<file path="config.mk">
export PLATFORM = sky130hd
export DESIGN_NAME = fetch_sequencer
export DESIGN_NICKNAME = d
export VERILOG_FILES = /design/src/rtl/fetch_sequencer.sv
export SDC_FILE = /design/constraint.sdc
export NUM_CORES = 1
export LEC_CHECK = 0
export CAP_MARGIN = 20
export CORE_UTILIZATION = 50
export CTS_CLUSTER_SIZE = 10
export DETAILED_ROUTE_END_ITERATION = 8
export PLACE_DENSITY = 0.87
export SLEW_MARGIN = 20
export SYNTH_ARGS = -nofsm -noshare
export SYNTH_HDL_FRONTEND = slang
export SYNTH_SLANG_ARGS = --single-unit
</file>
<file path="constraint.sdc">
create_clock -name clk -period 3.3 [get_ports clk]
set_input_delay 0.33 -clock clk [delete_from_list [all_inputs] [get_ports clk]]
set_output_delay 0.33 -clock clk [all_outputs]
set_load 0.02 [all_outputs]
</file>
<file path="src/rtl/fetch_sequencer.sv">
// rtl/fetch_sequencer.sv - program counter, synchronous-memory fetch and skid-buffered delivery to decode
module fetch_sequencer #(
    parameter int                    ADDR_WIDTH = 12,
    parameter int                    WIDTH      = 32,
    parameter logic [ADDR_WIDTH-1:0] RESET_PC   = '0,
    parameter logic [WIDTH-1:0]      HALT_WORD  = 32'h8000_0000
) (
    input  logic                  clk,
    input  logic                  rst,
    input  logic                  start,
    output logic [ADDR_WIDTH-1:0] mem_address,
    input  logic [WIDTH-1:0]      mem_instruction,
    output logic                  out_valid,
    input  logic                  out_ready,
    output logic [WIDTH-1:0]      out_instruction,
    output logic [ADDR_WIDTH-1:0] out_pc,
    input  logic                  redirect_valid,
    input  logic [ADDR_WIDTH-1:0] redirect_pc,
    output logic                  halted,
    output logic [15:0]           instr_count
);

    typedef enum logic [1:0] {
        S_IDLE   = 2'd0,
        S_FETCH  = 2'd1,
        S_HALTED = 2'd2
    } state_t;

    state_t state;
    state_t state_next;

    logic [ADDR_WIDTH-1:0] fetch_pc;
    logic                  inflight;
    logic [ADDR_WIDTH-1:0] inflight_pc;

    logic                  skid_valid;
    logic [WIDTH-1:0]      skid_instruction;
    logic [ADDR_WIDTH-1:0] skid_pc;

    logic                  issue;
    logic                  xfer;
    logic                  ret_halt;
    logic                  ret_word;

    // The memory answers one cycle after an issue, so inflight marks a return this cycle.
    assign xfer        = out_valid && out_ready;
    assign ret_halt    = inflight && (mem_instruction == HALT_WORD);
    assign ret_word    = inflight && (mem_instruction != HALT_WORD);
    assign mem_address = fetch_pc;
    assign halted      = (state == S_HALTED);

    // State register
    always_ff @(posedge clk) begin
        if (rst) begin
            state <= S_IDLE;
        end else begin
            state <= state_next;
        end
    end

    // Next state and issue decision; a returning HALT_WORD cancels this cycle's issue,
    // and a redirect overrides everything else.
    always_comb begin
        state_next = state;
        issue      = 1'b0;
        case (state)
            S_IDLE: begin
                if (start) begin
                    state_next = S_FETCH;
                end
            end
            S_FETCH: begin
                if (ret_halt) begin
                    state_next = S_HALTED;
                end else begin
                    // Stop issuing when the word coming back could find no free slot.
                    issue = !skid_valid && !(out_valid && !out_ready && inflight);
                end
            end
            S_HALTED: begin
                state_next = S_HALTED;
            end
            default: begin
                state_next = S_IDLE;
            end
        endcase
        if (redirect_valid) begin
            state_next = S_FETCH;
            issue      = 1'b0;
        end
    end

    // Program counter and in-flight tracking
    always_ff @(posedge clk) begin
        if (rst) begin
            fetch_pc    <= RESET_PC;
            inflight    <= 1'b0;
            inflight_pc <= '0;
        end else if (redirect_valid) begin
            fetch_pc    <= redirect_pc;
            inflight    <= 1'b0;
        end else begin
            inflight <= issue;
            if (issue) begin
                inflight_pc <= fetch_pc;
                fetch_pc    <= fetch_pc + ADDR_WIDTH'(1);
            end
        end
    end

    // Output register and skid: returns land in the output register when it frees up,
    // otherwise in the skid, and the skid always drains first to keep PC order.
    always_ff @(posedge clk) begin
        if (rst) begin
            out_valid        <= 1'b0;
            out_instruction  <= '0;
            out_pc           <= '0;
            skid_valid       <= 1'b0;
            skid_instruction <= '0;
            skid_pc          <= '0;
        end else if (redirect_valid) begin
            out_valid  <= 1'b0;
            skid_valid <= 1'b0;
        end else if (xfer) begin
            if (skid_valid) begin
                out_instruction <= skid_instruction;
                out_pc          <= skid_pc;
                if (ret_word) begin
                    skid_instruction <= mem_instruction;
                    skid_pc          <= inflight_pc;
                end else begin
                    skid_valid <= 1'b0;
                end
            end else if (ret_word) begin
                out_instruction <= mem_instruction;
                out_pc          <= inflight_pc;
            end else begin
                out_valid <= 1'b0;
            end
        end else if (!out_valid) begin
            if (ret_word) begin
                out_valid       <= 1'b1;
                out_instruction <= mem_instruction;
                out_pc          <= inflight_pc;
            end
        end else if (ret_word) begin
            skid_valid       <= 1'b1;
            skid_instruction <= mem_instruction;
            skid_pc          <= inflight_pc;
        end
    end

    // Completed-transfer counter, wrapping naturally at 16 bits
    always_ff @(posedge clk) begin
        if (rst) begin
            instr_count <= '0;
        end else if (xfer) begin
            instr_count <= instr_count + 16'd1;
        end
    end

endmodule

</file>
# Yosys cells after proc, flatten, opt, wreduce, memory -nomap -nowiden
# Cells that the tools add are included.
[classes]
eq_ne = 12
muxes = 34
bitwise = 1
n_reduce_logical = 21
n_addsub = 2
[ops]
columns = ["operator", "count"]
rows = [
  ["2-to-1 mux 32 bit", 8],
  ["2-to-1 mux 12 bit", 10],
  ["== test 32 bit (second input constant)", 1],
  ["inequality test 32 bit (second input constant)", 1],
  ["adder 16 x 1 -> 16 bit (second input constant)", 1],
  ["2-to-1 mux 1 bit", 13],
  ["adder 12 x 1 -> 12 bit (second input constant)", 1],
  ["AND reduction 2 bit", 6],
  ["inequality test 2 bit (second input constant)", 5],
  ["logical AND 1 bit", 6],
  ["inequality test 3 bit (second input constant)", 2],
  ["case mux 2 bit (3 select lines)", 1],
  ["nonzero test 2 bit", 3],
  ["2-to-1 mux 2 bit", 2],
  ["zero test 1 bit", 3],
  ["AND reduction 3 bit", 1],
  ["== test 2 x 1 -> 1 bit (second input constant)", 1],
  ["== test 2 bit (second input constant)", 1],
  ["zero test 2 bit", 1],
  ["inequality test 2 x 1 -> 1 bit (second input constant)", 1],
  ["OR reduction 2 bit", 1],
  ["inverter 1 bit", 1],
]
[word_totals]
ff_bits = 133
input_bits = 49
elab_cells = 82
out_inout_bits = 74

# Longest topological paths before layout
# Gate-level depths: netlist (run 1).
[depth]
depth_word = 10
ltp_mapped = 8
depth_no_buf = 7

# Worst setup path before layout (run 1)
# No wires, ideal clock.
[synth_path]
path_kind = "input -> register"
from = "input mem_instruction[2]"
to = "register inflight_pc[5]"
t_arrival_ns = 1.782
path_slack_ns = 1.391
setup_ns = 0.128
path_stages = 7
path_buffers = 1
required_time_ns = 3.172
cell_sequence = "nor4_2 > nand4_2 > o32ai_4 > a211oi_2 > buf_4 > mux2i_1 > nor2_1"
[synth_between]
elab_chain_len = 6
[synth_lines]
columns = ["item", "line_no", "text"]
rows = [
  ["from (decl)", "12", "input logic [WIDTH-1:0] mem_instruction,"],
  ["== test 32 bit", "47", "assign ret_halt = inflight && (mem_instruction == HALT_WORD);"],
  ["logical AND 1 bit", "47", ""],
  ["2-to-1 mux 1 bit", "73", "if (ret_halt) begin"],
  ["2-to-1 mux 1 bit", "66", "case (state)"],
  ["2-to-1 mux 1 bit", "87", "if (redirect_valid) begin"],
  ["AND reduction 2 bit (no source line)", "-", ""],
  ["to (signal assigned)", "105", "inflight_pc <= fetch_pc;"],
  ["to (decl)", "34", "logic [ADDR_WIDTH-1:0] inflight_pc;"],
]
# No other way between the ends.
# A chain may end at the register's enable or synchronous reset.

# Worst setup path in the final report (run 1)
[layout_path]
from = "input mem_instruction[2]"
to = "register skid_instruction[17]"
[layout_between]
elab_chain_len = 5
word_cells_on_any_way = 6
classes_between = "eq/ne (1); mux (4); reduce/logical (1)"
[layout_lines]
columns = ["item", "line_no", "text"]
rows = [
  ["inequality test 32 bit (*)", "48", "assign ret_word = inflight && (mem_instruction != HALT_WORD);"],
  ["logical AND 1 bit (*)", "48", ""],
  ["2-to-1 mux 32 bit (*)", "-", ""],
  ["2-to-1 mux 32 bit, on equally long branches", "-", ""],
  ["2-to-1 mux 32 bit (*)", "-", ""],
  ["to (signal assigned)", "129", "skid_instruction <= mem_instruction;"],
  ["to (signal assigned)", "148", "skid_instruction <= mem_instruction;"],
  ["to (decl)", "37", "logic [WIDTH-1:0] skid_instruction;"],
]
# Mark *: on every way between the ends. The rest lies on a longest branch, timed or not. The select of a mux whose other input is x is not followed.

==> results.cfg, run 1 <==
[status]
status = finished, final reports clean

[yosys]
synth_area_mm2 = 0.00566
synth_edf_count = 0
synth-seq-cells = 133
ys_types = 51
synth-main-ff-cell = dfxtp_1
async_flop_share = 0
yosysWarnings = 0
avgSynthCellArea_um2 = 8.95
ys_seq_area_frac = 0.470
postSynthCellCount = 632
syn_nets = 686

[global_routing]
first_global_vias = 4755
grt_overflow_total = 0
grt_util_all_layers = 0.240
grt_pass1_wl_um = 22100
grt_max_degree = 88
antenna_found_initial = 0

[route]
drtAntennaViolNets = 0
route.met3.wl_um = 841
post_drt_via_cell_ratio = 5.55
routed_wl_um = 13800
routed.top_layer = met4
first_iter_violations = 337
firstDrtPassIters = 5
remaining_drc_errors = 0
wl_met1_um = 6170
wl_met2_um = 6680
num_vias = 4924
routedWlPerCell_um = 15.5

[worst_hold_path]
whs_path_depth = 2
holdPathEnd = skid_pc[10]$_SDFFE_PP0P_
min_path_type = reg -> reg
hold_start = skid_pc[10]$_SDFFE_PP0P_

[place]
dp_hpwl_um = 9090
io_buffers = 122
dp_slack_ns = 0.370
place_congestion = 0.804

[cells_and_area]
fin_nets = 789
drive_above_1_share = 0.0749
layout_common_cells = 133 x dfxtp_1, 121 x clkdlybuf4s50_1, 105 x nand2_1
final_common_cell = dfxtp_1
antennaDiodeCount = 0
final_core_util = 0.691
nFillCells = 845
areaGrowthSynthToFinish_pct = 33.5

[setup_path]
cp_data_arrival_time_ns = 2.90
worst_path_max_delay_cell = o31ai_4
r2r_start = inflight$_SDFF_PP0_
path_cells = clkdlybuf4s50_1 > nor4_2 > nand4_2 > o31ai_4 > or3_1 > buf_4 > nand2_1 > a21oi_1
r2r_end = skid_instruction[17]$_SDFFE_PP0P_
cp-end-kind = flip-flop
reg2reg_setup_slack_ns = 0.74
slowest_delay_ns = 0.47
cp.required_ns = 3.62
r2r_cells = 5
cp-start-kind = primary input
worstSetupPathType = in -> reg
crit_fanout = 44

[floorplan]
rows = 38
io_pins = 123
coreArea_mm2 = 0.0109
die-area_mm2 = 0.0117
die_w_um = 108
start_util = 0.518
dieHeight_um = 108

[timing]
finalClockSkew_ns = 0.00953
whs_ns = 0.453
relSlewSlack = 0.339
fmax_ghz = 0.387
finalWorstSetupSlack_ns = 0.716
rsz0062_at_grt = no
fin_crit_sh = 0.783
setup_viol_count_final = 0
final_max_slew_viol_count = 0
worstMarginPinSlew_ns = 0.988
fin_crit_ns = 2.58
hold_violations = 0
fin_tns_setup_ns = 0

[clock_tree]
ctsHoldBuffers = 0
h-tree-depth = 4
clock-sinks = 133
cts_resized = 0
insertion_delay_ns = 0.41
root_buffer = clkbuf_16
clockBufferDepth = 2
cts_buffers = 17
cts_setup_buffers = 0
clk_pin_slew_worst_paths_ns = 0.05
tritoncts = yes

[power_and_ir_drop]
peakVddDrop_mv = 0.345
p_per_area_mw_per_mm2 = 529
p_leak_nw = 2.80

[job]
cap_violations = 0
## report_power, final
group          total [mW]  switching, mW  internal [mW]  leakage (nW)
clock network        1.99          0.687           1.30         0.305
logic               0.333          0.172          0.160          1.42
registers            1.68         0.0367           1.64          1.08
total                4.00          0.896           3.10          2.80
## stage by stage
| step | instances | cell area [µm²] | power [mW] |
|---|---|---|---|
| after floorplan | 632 | 5660 | 1.88 |
| after global placement | 856 | 6910 | 2.03 |
| after detailed placement | 856 | 6910 | 2.04 |
| after CTS | 888 | 7550 | 4.03 |
| after global routing | 888 | 7550 | 4.13 |
| final | 888 | 7550 | 4.00 |
## synth_stat cells, types with 4 or more instances
library cell  number  area share
a211oi_1          57       0.076
a21oi_1           51       0.045
buf_2              8      0.0071
clkbuf_1          31       0.021
dfxtp_1          133        0.47
ha_1               5       0.011
inv_1             11      0.0073
mux2i_1           58        0.10
nand2_1          105       0.070
nand3_1            5      0.0044
nor2_1            79       0.052
nor4_1             5      0.0055
o21ai_0            5      0.0044
o21bai_1           4      0.0053
xnor2_1           15       0.023
xor2_1             7       0.011
## routing by layer
layer,vias up,track usage
met4,0,0.0869
met3,13,0.0567
met1,2334,0.301
met5,-,0
li1,2414,-
met2,163,0.403
## cell type report
| type | count | area, µm² | area share |
|---|---|---|---|
| repair buffers | 129 | 1270 | 0.168 |
| multi-input cells | 443 | 2770 | 0.367 |
| inverters | 11 | 41.3 | 0.00547 |
| clock buffers | 19 | 453 | 0.0600 |
| well taps | 140 | 175 | 0.0232 |
| clock inverters | 13 | 180 | 0.0238 |
| flip-flops and latches | 133 | 2660 | 0.352 |
## flip-flops by register name (all words and copies together) (netlist names)
register and count:
out_instruction 32, skid_pc 12, state 2, inflight_pc 12, out_pc 12, skid_valid 1
instr_count 16, out_valid 1, skid_instruction 32, inflight 1, mem_address 12
## critical path: cells and delay by family
family	cells	cell delay, ns
AND/OR/NAND/NOR	4	1.00
AO/OA/AOI/OAI	2	0.67
buffers and inverters	2	0.87
## kinds of logic after synthesis
kind of cell / share of synthesized area
buf+inv: 0.0436
mux: 0.105
compound gates: 0.163
simple gates: 0.174
flops: 0.470
xor+xnor: 0.0340
fa+ha+maj: 0.0111
## worst max-delay path by stage
| stage | startpoint | end | slack, ns | cells past startpoint |
|---|---|---|---|---|
| 2_1_floorplan | mem_instruction[2] | inflight_pc[5]$_SDFFE_PP0P_ | 1.39 | 7 |
| 3_3_place_gp | mem_instruction[18] | skid_instruction[15]$_SDFFE_PP0P_ | 0.47 | 8 |
| 3_5_place_dp | mem_instruction[2] | skid_instruction[11]$_SDFFE_PP0P_ | 0.37 | 8 |
| 4_1_cts | mem_instruction[2] | skid_instruction[17]$_SDFFE_PP0P_ | 0.72 | 8 |
| 5_1_grt | mem_instruction[2] | skid_instruction[17]$_SDFFE_PP0P_ | 0.54 | 8 |
| 6_report | mem_instruction[2] | skid_instruction[17]$_SDFFE_PP0P_ | 0.72 | 8 |
Power figures use the tool's default switching activity.
==> run 2: changes to the inputs <==
- clock period: 3.3 -> 2.7 ns (I/O delays scaled with it)
==> results.cfg, run 2 (synthesized netlist as in run 1, its figures left out) <==
[status]
status = finished, final reports clean

[power_and_ir_drop]
p_per_area_mw_per_mm2 = 655
p_leak_nw = 2.89
peakVddDrop_mv = 0.459

[clock_tree]
ctsHoldBuffers = 0
h-tree-depth = 4
clockBufferDepth = 2
cts_buffers = 17
insertion_delay_ns = 0.40
clk_pin_slew_worst_paths_ns = 0.06
root_buffer = clkbuf_16
cts_setup_buffers = 0
cts_resized = 0
tritoncts = yes
clock-sinks = 133

[global_routing]
grt_util_all_layers = 0.233
grt_pass1_wl_um = 21500
grt_max_degree = 66
first_global_vias = 4676
grt_overflow_total = 0
antenna_found_initial = 0

[timing]
hold_violations = 0
worstMarginPinSlew_ns = 0.792
finalClockSkew_ns = 0.00613
rsz0062_at_grt = no
fmax_ghz = 0.430
final_max_slew_viol_count = 0
relSlewSlack = 0.471
whs_ns = 0.403
fin_crit_sh = 0.861
fin_crit_ns = 2.32
setup_viol_count_final = 0

[route]
num_vias = 4905
routed_wl_um = 13600
first_iter_violations = 273
remaining_drc_errors = 0
routedWlPerCell_um = 15.2
firstDrtPassIters = 5
post_drt_via_cell_ratio = 5.46
drtAntennaViolNets = 0

[setup_path]
crit_fanout = 9
cp-end-kind = flip-flop
cp_data_arrival_time_ns = 2.65
cp.required_ns = 3.03
worstSetupPathType = in -> reg
slowest_delay_ns = 0.45
path_cells = clkdlybuf4s50_1 > nor4_1 > nand2_1 > o32ai_4 > buf_4 > a2111oi_2 > mux2_1 > nor3_2
worst_path_max_delay_cell = clkdlybuf4s50_1
cp-start-kind = primary input

[job]
cap_violations = 0

[floorplan]
start_util = 0.518
dieHeight_um = 108
die_w_um = 108
die-area_mm2 = 0.0117
rows = 38
coreArea_mm2 = 0.0109
io_pins = 123

[cells_and_area]
layout_common_cells = 133 x dfxtp_1, 121 x clkdlybuf4s50_1, 105 x nand2_1
top_regs = out_instruction x32, skid_instruction x32, instr_count x16
drive_above_1_share = 0.0831
fin_cells = 898
fin_nets = 799
antennaDiodeCount = 0
stdcell_area_mm2 = 0.00770
areaGrowthSynthToFinish_pct = 36.0
final_common_cell = dfxtp_1

[place]
dp_hpwl_um = 9310
io_buffers = 122
dpl.cell_count = 866
dpl_cell_area_mm2 = 0.00703
place_congestion = 0.789

[worst_hold_path]
min_path_type = in -> reg
run 2: power by group:
part           leakage [nW]  total, mW  switching [mW]  internal [mW]
Combinational          1.48      0.417           0.212          0.205
Clock                 0.328       2.57           0.799           1.78
Sequential             1.08       2.05          0.0438           2.01
run 2: metal layers:
metal,GRT usage,vias up,routed length (µm)
li1,-,2428,-
met1,0.291,2312,6180
met2,0.390,153,6530
met3,0.0561,12,794
met4,0.0878,0,123
met5,0,-,0
run 2: stage by stage:
stage	utilization	setup TNS [ns]	total power [mW]	worst slack [ns]
5_1_grt	0.704	0	5.20	0.240
2_1_floorplan	-	0	2.30	0.806
4_1_cts	0.703	0	5.09	0.330
3_5_place_dp	0.643	-0.407	2.50	-0.0569
3_3_place_gp	0.643	0	2.49	0.0812
6_report	0.704	0	5.04	0.375
run 2: path summary, 6_finish.rpt:
path / from / end / slack, ns / depth (start not counted)
worst max-delay path: mem_instruction[15] / mem_address[11]$_SDFFE_PP0P_ / 0.38 / 8
worst min-delay path: rst / inflight_pc[11]$_SDFFE_PP0P_ / 0.40 / 2
worst max register to register: inflight$_SDFF_PP0_ / skid_instruction[13]$_SDFFE_PP0P_ / 0.41 / 5
worst min register to register: skid_instruction[6]$_SDFFE_PP0P_ / skid_instruction[6]$_SDFFE_PP0P_ / 0.45 / 2
run 2: final cells by class:
class / count / area (µm²)
repair buffers: 139 / 1380
clock inverters: 10 / 200
multi-input cells: 443 / 2770
fillers: 848 / 3240
clock buffers: 22 / 464
well taps: 140 / 175
flip-flops and latches: 133 / 2660
inverters: 11 / 41.3
run 2: worst max-delay path, delay by kind of cell:
kind	cells	cell delay [ns]
muxes	1	0.37
AOI/OAI and AO/OA	2	0.50
and+or+nand+nor	3	0.81
buffers and inverters	2	0.69
